`config.mk`:
```
export PLATFORM = sky130hd
export DESIGN_NAME = axistream_unpack_keep
export DESIGN_NICKNAME = d
export VERILOG_FILES = /design/src/rtl/axistream_unpack_keep.sv
export SDC_FILE = /design/constraint.sdc
export NUM_CORES = 1
export LEC_CHECK = 0
export ABC_AREA = 1
export CORE_MARGIN = 5
export CORE_UTILIZATION = 45
export CTS_BUF_LIST = sky130_fd_sc_hd__clkbuf_8 sky130_fd_sc_hd__clkbuf_16
export CTS_CLUSTER_SIZE = 14
export DETAILED_ROUTE_END_ITERATION = 8
export GPL_TIMING_DRIVEN = 0
export PLACE_DENSITY = 0.74
export SYNTH_ARGS = -nofsm -noshare
export SYNTH_HDL_FRONTEND = slang
export SYNTH_SLANG_ARGS = --single-unit
```
`constraint.sdc`:
```
create_clock -name clk -period 1.7 [get_ports clk]
set_input_delay 0.17 -clock clk [delete_from_list [all_inputs] [get_ports clk]]
set_output_delay 0.17 -clock clk [all_outputs]
set_load 0.01 [all_outputs]
```
`src/rtl/axistream_unpack_keep.sv`:
```
// rtl/axistream_unpack_keep.sv - splits one wide keep-qualified beat into narrow words.
// Lanes whose keep bit is clear are skipped, and skipping them costs no cycles.
module axistream_unpack_keep #(
  parameter int DATA_WIDTH = 8,
  parameter int NUM_PACK   = 4,
  parameter bit BIG_ENDIAN = 1'b0
) (
  input  logic                             clk,
  input  logic                             rst,
  input  logic                             src_tvalid,
  output logic                             src_tready,
  input  logic [DATA_WIDTH*NUM_PACK-1:0]   src_tdata,
  input  logic [NUM_PACK-1:0]              src_tkeep,
  input  logic                             src_tlast,
  output logic                             dest_tvalid,
  input  logic                             dest_tready,
  output logic [DATA_WIDTH-1:0]            dest_tdata,
  output logic                             dest_tlast
);

  logic [DATA_WIDTH*NUM_PACK-1:0] data_q, data_d;
  logic [NUM_PACK-1:0]            mask_q, mask_d;
  logic                           last_q, last_d;
  logic [NUM_PACK-1:0]            sel_oh;
  logic                           found;
  logic                           final_lane;
  logic                           src_hs;
  logic                           dest_hs;
  int                             lane;

  // Choose the first remaining lane in emission order, as a one-hot vector.
  always_comb begin
    sel_oh = '0;
    found  = 1'b0;
    lane   = 0;
    for (int k = 0; k < NUM_PACK; k++) begin
      lane = BIG_ENDIAN ? (NUM_PACK - 1 - k) : k;
      if (!found && mask_q[lane]) begin
        sel_oh[lane] = 1'b1;
        found        = 1'b1;
      end
    end
  end

  always_comb begin
    dest_tdata = '0;
    for (int i = 0; i < NUM_PACK; i++) begin
      if (sel_oh[i]) begin
        dest_tdata = data_q[i*DATA_WIDTH +: DATA_WIDTH];
      end
    end
  end

  assign final_lane  = (mask_q != '0) && ((mask_q & (mask_q - NUM_PACK'(1))) == '0);
  assign dest_tvalid = (mask_q != '0) && !rst;
  assign dest_tlast  = dest_tvalid && last_q && final_lane;
  assign src_tready  = !rst && ((mask_q == '0) || (dest_tvalid && dest_tready && final_lane));
  assign src_hs      = src_tvalid && src_tready;
  assign dest_hs     = dest_tvalid && dest_tready;

  // A new beat may land on the same edge that retires the final lane.
  always_comb begin
    data_d = data_q;
    mask_d = mask_q;
    last_d = last_q;
    if (src_hs) begin
      data_d = src_tdata;
      mask_d = src_tkeep;
      last_d = src_tlast && (src_tkeep != '0);
    end else if (dest_hs) begin
      mask_d = mask_q & ~sel_oh;
    end
  end

  always_ff @(posedge clk) begin
    if (rst) begin
      data_q <= '0;
      mask_q <= '0;
      last_q <= 1'b0;
    end else begin
      data_q <= data_d;
      mask_q <= mask_d;
      last_q <= last_d;
    end
  end

endmodule

```
==> results of run 1 <==
-- critical path, cell delays in order, from the launching register on --
cell and delay [ps]:
dfxtp_4 370, nor2_4 210, nor2_4 60, nor2_4 120, nand3_4 100, a21oi_4 180
buf_6 130, buf_6 90
-- metal layers --
metal / wire length (µm) / share of wire / global-route usage / vias to the layer above
met2: 2500 / 0.49 / 0.342 / 64
met5: 0 / 0 / 0 / -
li1: - / - / - / 954
met1: 2190 / 0.43 / 0.239 / 867
met3: 344 / 0.068 / 0.0443 / 6
met4: 58 / 0.011 / 0.0553 / 0
-- logic make-up (layout without fill, tap and decap cells) --
logic type / after synthesis / count (layout) / synth area share
buffers and inverters: 28 / 95 / 0.0798
AOI/OAI and AO/OA: 7 / 7 / 0.0278
DFF: 37 / 37 / 0.422
and+or+nand+nor: 172 / 172 / 0.471
-- repair_timing --
action,CTS,global route
setup endpoints to repair,11,43
pin swaps,4,12
buffers inserted,6,2
resized for setup,49,22
cloned,0,1
-- cell type report --
cell class / count / area share
buffer: 17 / 0.0456
clock buffer: 6 / 0.0323
clock inverter: 2 / 0.0132
inverter: 11 / 0.0162
multi-input combinational: 179 / 0.366
sequential: 37 / 0.293
tap: 48 / 0.0235
timing repair buffer: 59 / 0.210
-- metrics by stage --
step	area (µm²)	total power, µW	worst slack [ps]	hold slack (ps)	std cells
finish	2550	2280	-14.2	286	359
global route	2550	2370	-74.0	301	359
CTS	2520	2260	-35.9	261	356
detailed placement	2320	1450	-602	456	342
global placement	2320	1440	-578	454	342
floorplan	1760	1240	308	308	244
-- worst paths after layout --
path | from | to | slack [ps] | cells after the start
hold reg to reg | last_q | last_q | 470 | 2
setup / recovery | mask_q[0] | src_tready | -10 | 7
setup reg to reg | mask_q[0] | mask_q[2] | 70 | 11
hold / removal | rst | mask_q[3] | 290 | 2
-- registers in the layout, summed over array words and instances, names as in the netlist --
register and flops:
last_q 1, mask_q 4, data_q 32
-- power by group --
| group | switching (µW) | total [µW] | internal, µW |
|---|---|---|---|
| registers | 47.7 | 992 | 945 |
| logic | 261 | 499 | 239 |
| clock network | 317 | 789 | 472 |
-- cell usage in the layout (no fill, tap or decap), types with 2 or more instances in the layout --
master	netlist	layout
nand3_1	80	80
nand2_1	67	66
clkdlybuf4s50_1	0	39
dfxtp_1	37	34
nand4_1	11	11
buf_2	4	10
inv_1	10	9
buf_4	0	9
buf_6	4	7
clkbuf_8	0	6
clkbuf_1	6	5
nor2_4	2	4
a21oi_1	5	4
inv_2	1	3
nand2_4	0	3
nand3_4	1	3
buf_1	3	3
nor2_1	3	2
dfxtp_2	0	2
==> impl_metrics.ini, run 1 <==
[run_status]
status = finished with violations
failed_checks = negative setup slack

[routing]
drc_errors = 0
vias = 1891
first_iter_violations = 119
drt_pass1_iterations = 4
wl_um = 5090
wl_per_cell_um = 14.2
via_per_inst = 5.27
ant_nets = 0

[timing]
setup_ws_ps = -14.2
tightest_slew_ps = 479
finalClockSkew_ps = 5.17
fin_tns_setup_ps = -19.7
final.period_utilization = 1.01
drv_slew = 0
max_freq_mhz = 583
setup_viol = 2
period_minus_slack_ps = 1710
rsz0062_at_grt = true
finalHoldViolations = 0
slew_headroom = 0.681

[floorplan]
coreArea_um2 = 3720
start_util = 0.473
die_w_um = 72.5
ios = 52
die_y_um = 72.5
dieArea_um2 = 5250
rows = 22

[clock_tree]
htree_levels = 2
clock_sinks = 37
numCtsBuffers = 5
clkLatencyLatePin_ps = 290
clk_path_buf_depth = 2
tritoncts = yes
cts_root_buf = clkbuf_8
path_clk_slew_ps = 70
cts_hold_buffers = 0

[final_layout]
drive_gt1_frac = 0.177
nets = 351
seq_area_um2 = 747
diodes = 0
fillCellCount = 344
multi_input_comb_area_um2 = 936
post-route-util = 0.687
synthToLayoutAreaGrowth_pct = 45.4

[synth]
ys_async_sr_fraction = 0
syn_area_um2 = 1760
synth_edf_count = 0
synth_common_cells = nand3_1 (80), nand2_1 (67), dfxtp_1 (37)
synthesis.nets = 285
syn_avg_cell_area_um2 = 7.20
ys_warn_count = 0
synth_most_common_cell = nand3_1
ys_top_cells_by_area = dfxtp_1 (42%), nand3_1 (23%), nand2_1 (14%), nand4_1 (3.9%), buf_6 (2.6%)
synth_seq_area_share = 0.422
synth_top_area_share = 0.422
synth_area_leader_cell = dfxtp_1
synth_cells = 244
ys_ff_latch = 37
yosys.cell_types.count = 20
ys.flop_type = dfxtp_1

[placement]
dp.final_hpwl_um = 3500
io_buffers = 50
gp_congestion = 0.772

[power_and_ir_drop]
p_leak_uw = 0.00117
ir_drop_uv = 497
cellPowerDensity_nw_per_um2 = 893

[setup_path]
crit_fanout = 4
crit_type = register to output pin
start_kind = register
end_kind = output pin
crit_arrival_ps = 1540
critPathRequiredTime_ps = 1530

[global_route]
grt_pass1_vias = 1795
grt_pass1_wl_um = 8060
antenna_found_initial = 0
track_usage = 0.195
grt_max_degree = 12
grt.overflow.total = 0

[flow_run]
cap_violations = 0

[min_path]
min_path_type = primary input to register
Note: power is estimated with default switching activity, not from simulation.
==> inputs of run 2 (changes only) <==
Settings changed: RECOVER_POWER set to 100, REMOVE_ABC_BUFFERS set to 1.
==> run 2 against run 1 <==
Setup slack worse by 76 ps; count of clock-buffer cells in the layout did not move; the run still ends with negative setup slack left; combinational power up 31%; clock skew is 2.2 ps lower; total power up 6.6%.
==> impl_metrics.ini, run 2 (synthesis gave the netlist of run 1 again) <==
[run_status]
status = finished with violations
failed_checks = negative setup slack

[routing]
via_per_inst = 5.64
vias = 2080
first_iter_violations = 234
wl_um = 6160
wl_per_cell_um = 16.7
drt_pass1_iterations = 4
ant_nets = 0
drc_errors = 0

[floorplan]
start_util = 0.473
rows = 22
die_w_um = 72.5
dieArea_um2 = 5250
die_y_um = 72.5
ios = 52
coreArea_um2 = 3720

[timing]
hold_ws_ps = 436
max_freq_mhz = 559
drv_slew = 0
fin_tns_setup_ps = -354
period_minus_slack_ps = 1790
tightest_slew_ps = 940
finalClockSkew_ps = 2.99
slew_headroom = 0.374
setup_ws_ps = -90.0
setup_viol = 8
rsz0062_at_grt = true
finalHoldViolations = 0
final.period_utilization = 1.05

[clock_tree]
numCtsBuffers = 5
htree_levels = 2
clock_sinks = 37
cts_root_buf = clkbuf_8
clkLatencyLatePin_ps = 290
tritoncts = yes
clk_path_buf_depth = 2
path_clk_slew_ps = 70

[final_layout]
seq_area_um2 = 749
largest-register = data_q
fillCellCount = 269
final_common_cell = nand3_1
layout_common_cells = nand3_1 (78), nand2_1 (61), clkdlybuf4s50_1 (38)
top_regs = data_q: 32 flops, mask_q: 4 flops, last_q: 1 flops
synthToLayoutAreaGrowth_pct = 60.7
diodes = 0
largest_reg_flops = 32
drive_gt1_frac = 0.249
multi_input_comb_area_um2 = 1020
nets = 361

[setup_path]
crit_chain = nor2_4 > nand2_4 > buf_6 > nand2_4 > nand3_4 > a21oi_4 > buf_6 > buf_8 > nand3_1 > a21oi_1
r2r_cells = 10
crit_slowest_cell = dfxtp_4
critPathRequiredTime_ps = 1910
crit_type = register to register
max_stage_delay_ps = 360
start_kind = register
crit_fanout = 8
end_kind = register
crit_arrival_ps = 2000

[placement]
io_buffers = 51
dp.final_hpwl_um = 2810
dpl_worst_slack_ps = -1170
gp_congestion = 0.719

[global_route]
grt_busiest_layer = met2
met1_usage = 0.249
grt_use_met3 = 0.0512
grt_pass1_vias = 1820
grt_pass1_wl_um = 8330
antenna_found_initial = 0
grt.overflow.total = 0
grt_max_degree = 41
track_usage = 0.204
grt_use_met2 = 0.333

[power_and_ir_drop]
ir_drop_uv = 435
p_leak_uw = 0.00130
power_uw = 2430
cellPowerDensity_nw_per_um2 = 862

[flow_run]
cap_violations = 0

[min_path]
min_path_type = primary input to register
hold_depth = 3
==> run 2: cell types whose count changed in the layout (fill, tap and decap cells not counted), sizes merged <==
cell	previous run	this run
dlygate4sd2	1	2
clkinvlp	0	1
nand3	83	86
clkbuf	12	9
a21oi	6	7
clkdlybuf4s50	39	38
buf	30	38
inv	12	10
clkdlybuf4s15	0	1
bufinv	1	2
==> run 2: where the power goes <==
group          total, µW  internal, µW  leakage (µW)  switching [µW]
sequential           991           944      0.000307            47.2
combinational        654           326      0.000926             328
clock                787           472     0.0000626             315
total               2430          1740       0.00130             690
==> run 2: worst max-delay path: cells and delay by family (launching register included) <==
family                 cells  cell delay (ps)
buffers and inverters      3              400
AND/OR/NAND/NOR            5              500
AO/OA/AOI/OAI              2              440
flip-flops                 1              360
==> run 2: layer usage <==
| metal | share of wire | wire length (µm) |
|---|---|---|
| met1 | 0.39 | 2370 |
| met5 | 0 | 0 |
| met3 | 0.079 | 487 |
| met4 | 0.031 | 189 |
| met2 | 0.50 | 3110 |
==> run 2: worst paths after layout <==
kind	from	end	slack, ps
setup / recovery	mask_q[0]	mask_q[0]	-90
hold / removal	src_tdata[3]	data_q[3]	440
setup reg to reg	mask_q[0]	mask_q[0]	-90
hold reg to reg	data_q[11]	data_q[11]	460
==> run 2: cell type report <==
cell class,instances,share of cell area
inverters,11,0.0253
clock inverters,2,0.0120
repair buffers,82,0.284
well taps,48,0.0213
multi-input cells,183,0.363
clock buffers,6,0.0293
flip-flops and latches,37,0.266
==> run 2: what timing repair did <==
item | 4_1_cts | 5_1_grt
setup endpoints to repair | 48 | 48
hold buffers | 0 | 0
pin swaps | 6 | 24
resized for setup | 61 | 34
cloned | 3 | 3
buffers inserted | 21 | 12
==> run 2: metrics by stage <==
step | instances | area, µm² | util
after global routing | 369 | 2820 | 0.760
after floorplan | 227 | 1660 | -
after detailed placement | 326 | 2230 | 0.600
final | 369 | 2820 | 0.760
after CTS | 358 | 2600 | 0.701
after global placement | 326 | 2230 | 0.600
==> inputs of run 3 (changes only) <==
Clock period 1.7 ns to 1.9 ns, I/O delays scaled along.
==> run 3 against run 2 <==
Largest power group unchanged; sequential cell count is the same; total power shrank 17%; die area is the same; highest routed layer unchanged; clock power shrank 12%; register-to-register slack gained 190 ps; setup slack gained 140 ps; cell area shrank 9.2%; the flow now finishes without violations.
==> impl_metrics.ini, run 3 (synthesis gave the netlist of run 1 again) <==
[global_route]
antenna_found_initial = 0
grt_pass1_vias = 1691
grt_pass1_wl_um = 7710
track_usage = 0.188
grt_max_degree = 41
grt.overflow.total = 0

[routing]
ant_nets = 0
drc_errors = 0
first_iter_violations = 181
wl_um = 5110
wl_per_cell_um = 14.5
via_per_inst = 5.37
drt_pass1_iterations = 4
vias = 1894

[timing]
setup_viol = 0
period_minus_slack_ps = 1850
finalClockSkew_ps = 2.10
rsz0062_at_grt = true
slew_headroom = 0.451
final.period_utilization = 0.975
drv_slew = 0
setup_ws_ps = 46.9
max_freq_mhz = 540
finalHoldViolations = 0
tightest_slew_ps = 823
fin_tns_setup_ps = 0

[clock_tree]
tritoncts = yes
path_clk_slew_ps = 70
htree_levels = 2
clkLatencyLatePin_ps = 290
cts_hold_buffers = 0
clk_path_buf_depth = 2
numCtsBuffers = 5
clock_sinks = 37
cts_root_buf = clkbuf_8

[final_layout]
top_regs = data_q: 32 flops, mask_q: 4 flops, last_q: 1 flops
seq_area_um2 = 749
synthToLayoutAreaGrowth_pct = 45.9
largest_reg_flops = 32
largest-register = data_q
multi_input_comb_area_um2 = 953
layout.cell_area.non_filler_um2 = 2560
layoutNonFillerInstCount = 353
final_common_cell = nand3_1
layout_common_cells = nand3_1 (80), nand2_1 (67), clkdlybuf4s50_1 (39)
nets = 345
fillCellCount = 324
drive_gt1_frac = 0.157
diodes = 0

[setup_path]
critPathRequiredTime_ps = 1710
crit_chain = nor2_4 > nand2_2 > nor2_4 > buf_4 > buf_4 > nand2_1 > nand4_1 > clkdlybuf4s15_2
max_stage_delay_ps = 370
crit_type = register to output pin
cp_num_buf_inv = 3
crit_fanout = 5
path_delay_family = simple AND/OR/NAND/NOR gates
crit_arrival_ps = 1660
crit_slowest_cell = dfxtp_4
start_kind = register
end_kind = output pin

[placement]
dp.final_hpwl_um = 2810
dpl_cell_area_um2 = 2230
io_buffers = 51
place_inst = 326
gp_congestion = 0.719
dpl_worst_slack_ps = -995

[power_and_ir_drop]
combPwrFrac = 0.219
swShare = 0.271
pwr-share-seq = 0.438
p_clk_frac = 0.343
p_int_uw = 1470
p_sw_uw = 547
ir_drop_uv = 370
cellPowerDensity_nw_per_um2 = 788
p_leak_uw = 0.00117
power_uw = 2020

[flow_run]
cap_violations = 0

[floorplan]
die_w_um = 72.5
dieArea_um2 = 5250
rows = 22
ios = 52
start_util = 0.473
die_y_um = 72.5
coreArea_um2 = 3720

[min_path]
min_path_type = primary input to register

[run_status]
status = completed
run 3: cell types whose count changed in the layout (fill, tap and decap cells not counted), moves of 2 or more:
cell,previous run,this run
inv_1,8,10
nand2_4,4,0
buf_2,8,1
nand2_1,61,67
clkdlybuf4s15_2,1,3
buf_6,14,0
nand2_2,5,3
clkbuf_16,2,0
buf_4,14,16
nand3_1,78,80
dlygate4sd2_1,2,7
nand3_4,6,4
run 3: final timing paths:
| check | from | to | slack [ps] | cells after the start |
|---|---|---|---|---|
| worst max-delay path | mask_q[1] | dest_tdata[0] | 50 | 8 |
| worst min-delay path | rst | mask_q[0] | 280 | 2 |
| worst max register to register | mask_q[1] | mask_q[0] | 100 | 9 |
| worst min register to register | data_q[21] | data_q[21] | 460 | 2 |
run 3: per-layer routing:
| layer | global-route usage | vias to the layer above | share of wire |
|---|---|---|---|
| met3 | 0.0443 | 10 | 0.060 |
| met4 | 0.0635 | 0 | 0.017 |
| li1 | - | 949 | - |
| met5 | 0 | - | 0 |
| met1 | 0.235 | 871 | 0.44 |
| met2 | 0.315 | 64 | 0.49 |
run 3: worst register-to-register path, delay by kind of cell, from the launching register on:
family	cells	cell delay, ps
AND/OR/NAND/NOR	5	550
buffers and inverters	2	400
AO/OA/AOI/OAI	2	390
flip-flops	1	370
run 3: through the flow:
stage	hold slack (ps)	util
after floorplan	259	-
after global placement	455	0.600
after detailed placement	458	0.600
after CTS	451	0.671
after global routing	279	0.690
final	277	0.690
run 3: layout make-up:
cell class | instances | share of cell area
clock buffers | 6 | 0.0322
repair buffers | 67 | 0.240
flip-flops and latches | 37 | 0.292
clock inverters | 2 | 0.0132
inverters | 11 | 0.0264
multi-input cells | 182 | 0.372
well taps | 48 | 0.0234
run 3: power by group through the flow:
stage / Clock [µW] / Sequential (µW) / Combinational (µW)
after global routing: 738 / 892 / 478
after detailed placement: 0 / 907 / 352
final: 693 / 884 / 441
after floorplan: 0 / 896 / 177
after global placement: 0 / 905 / 347
after CTS: 705 / 887 / 402
run 3: repair_timing:
action / in CTS / in global routing
pin swaps: 3 / 5
resized for setup: 35 / 6
endpoints found under the setup margin: 48 / 46
setup buffers: 11 / 5
cloned: 1 / 2
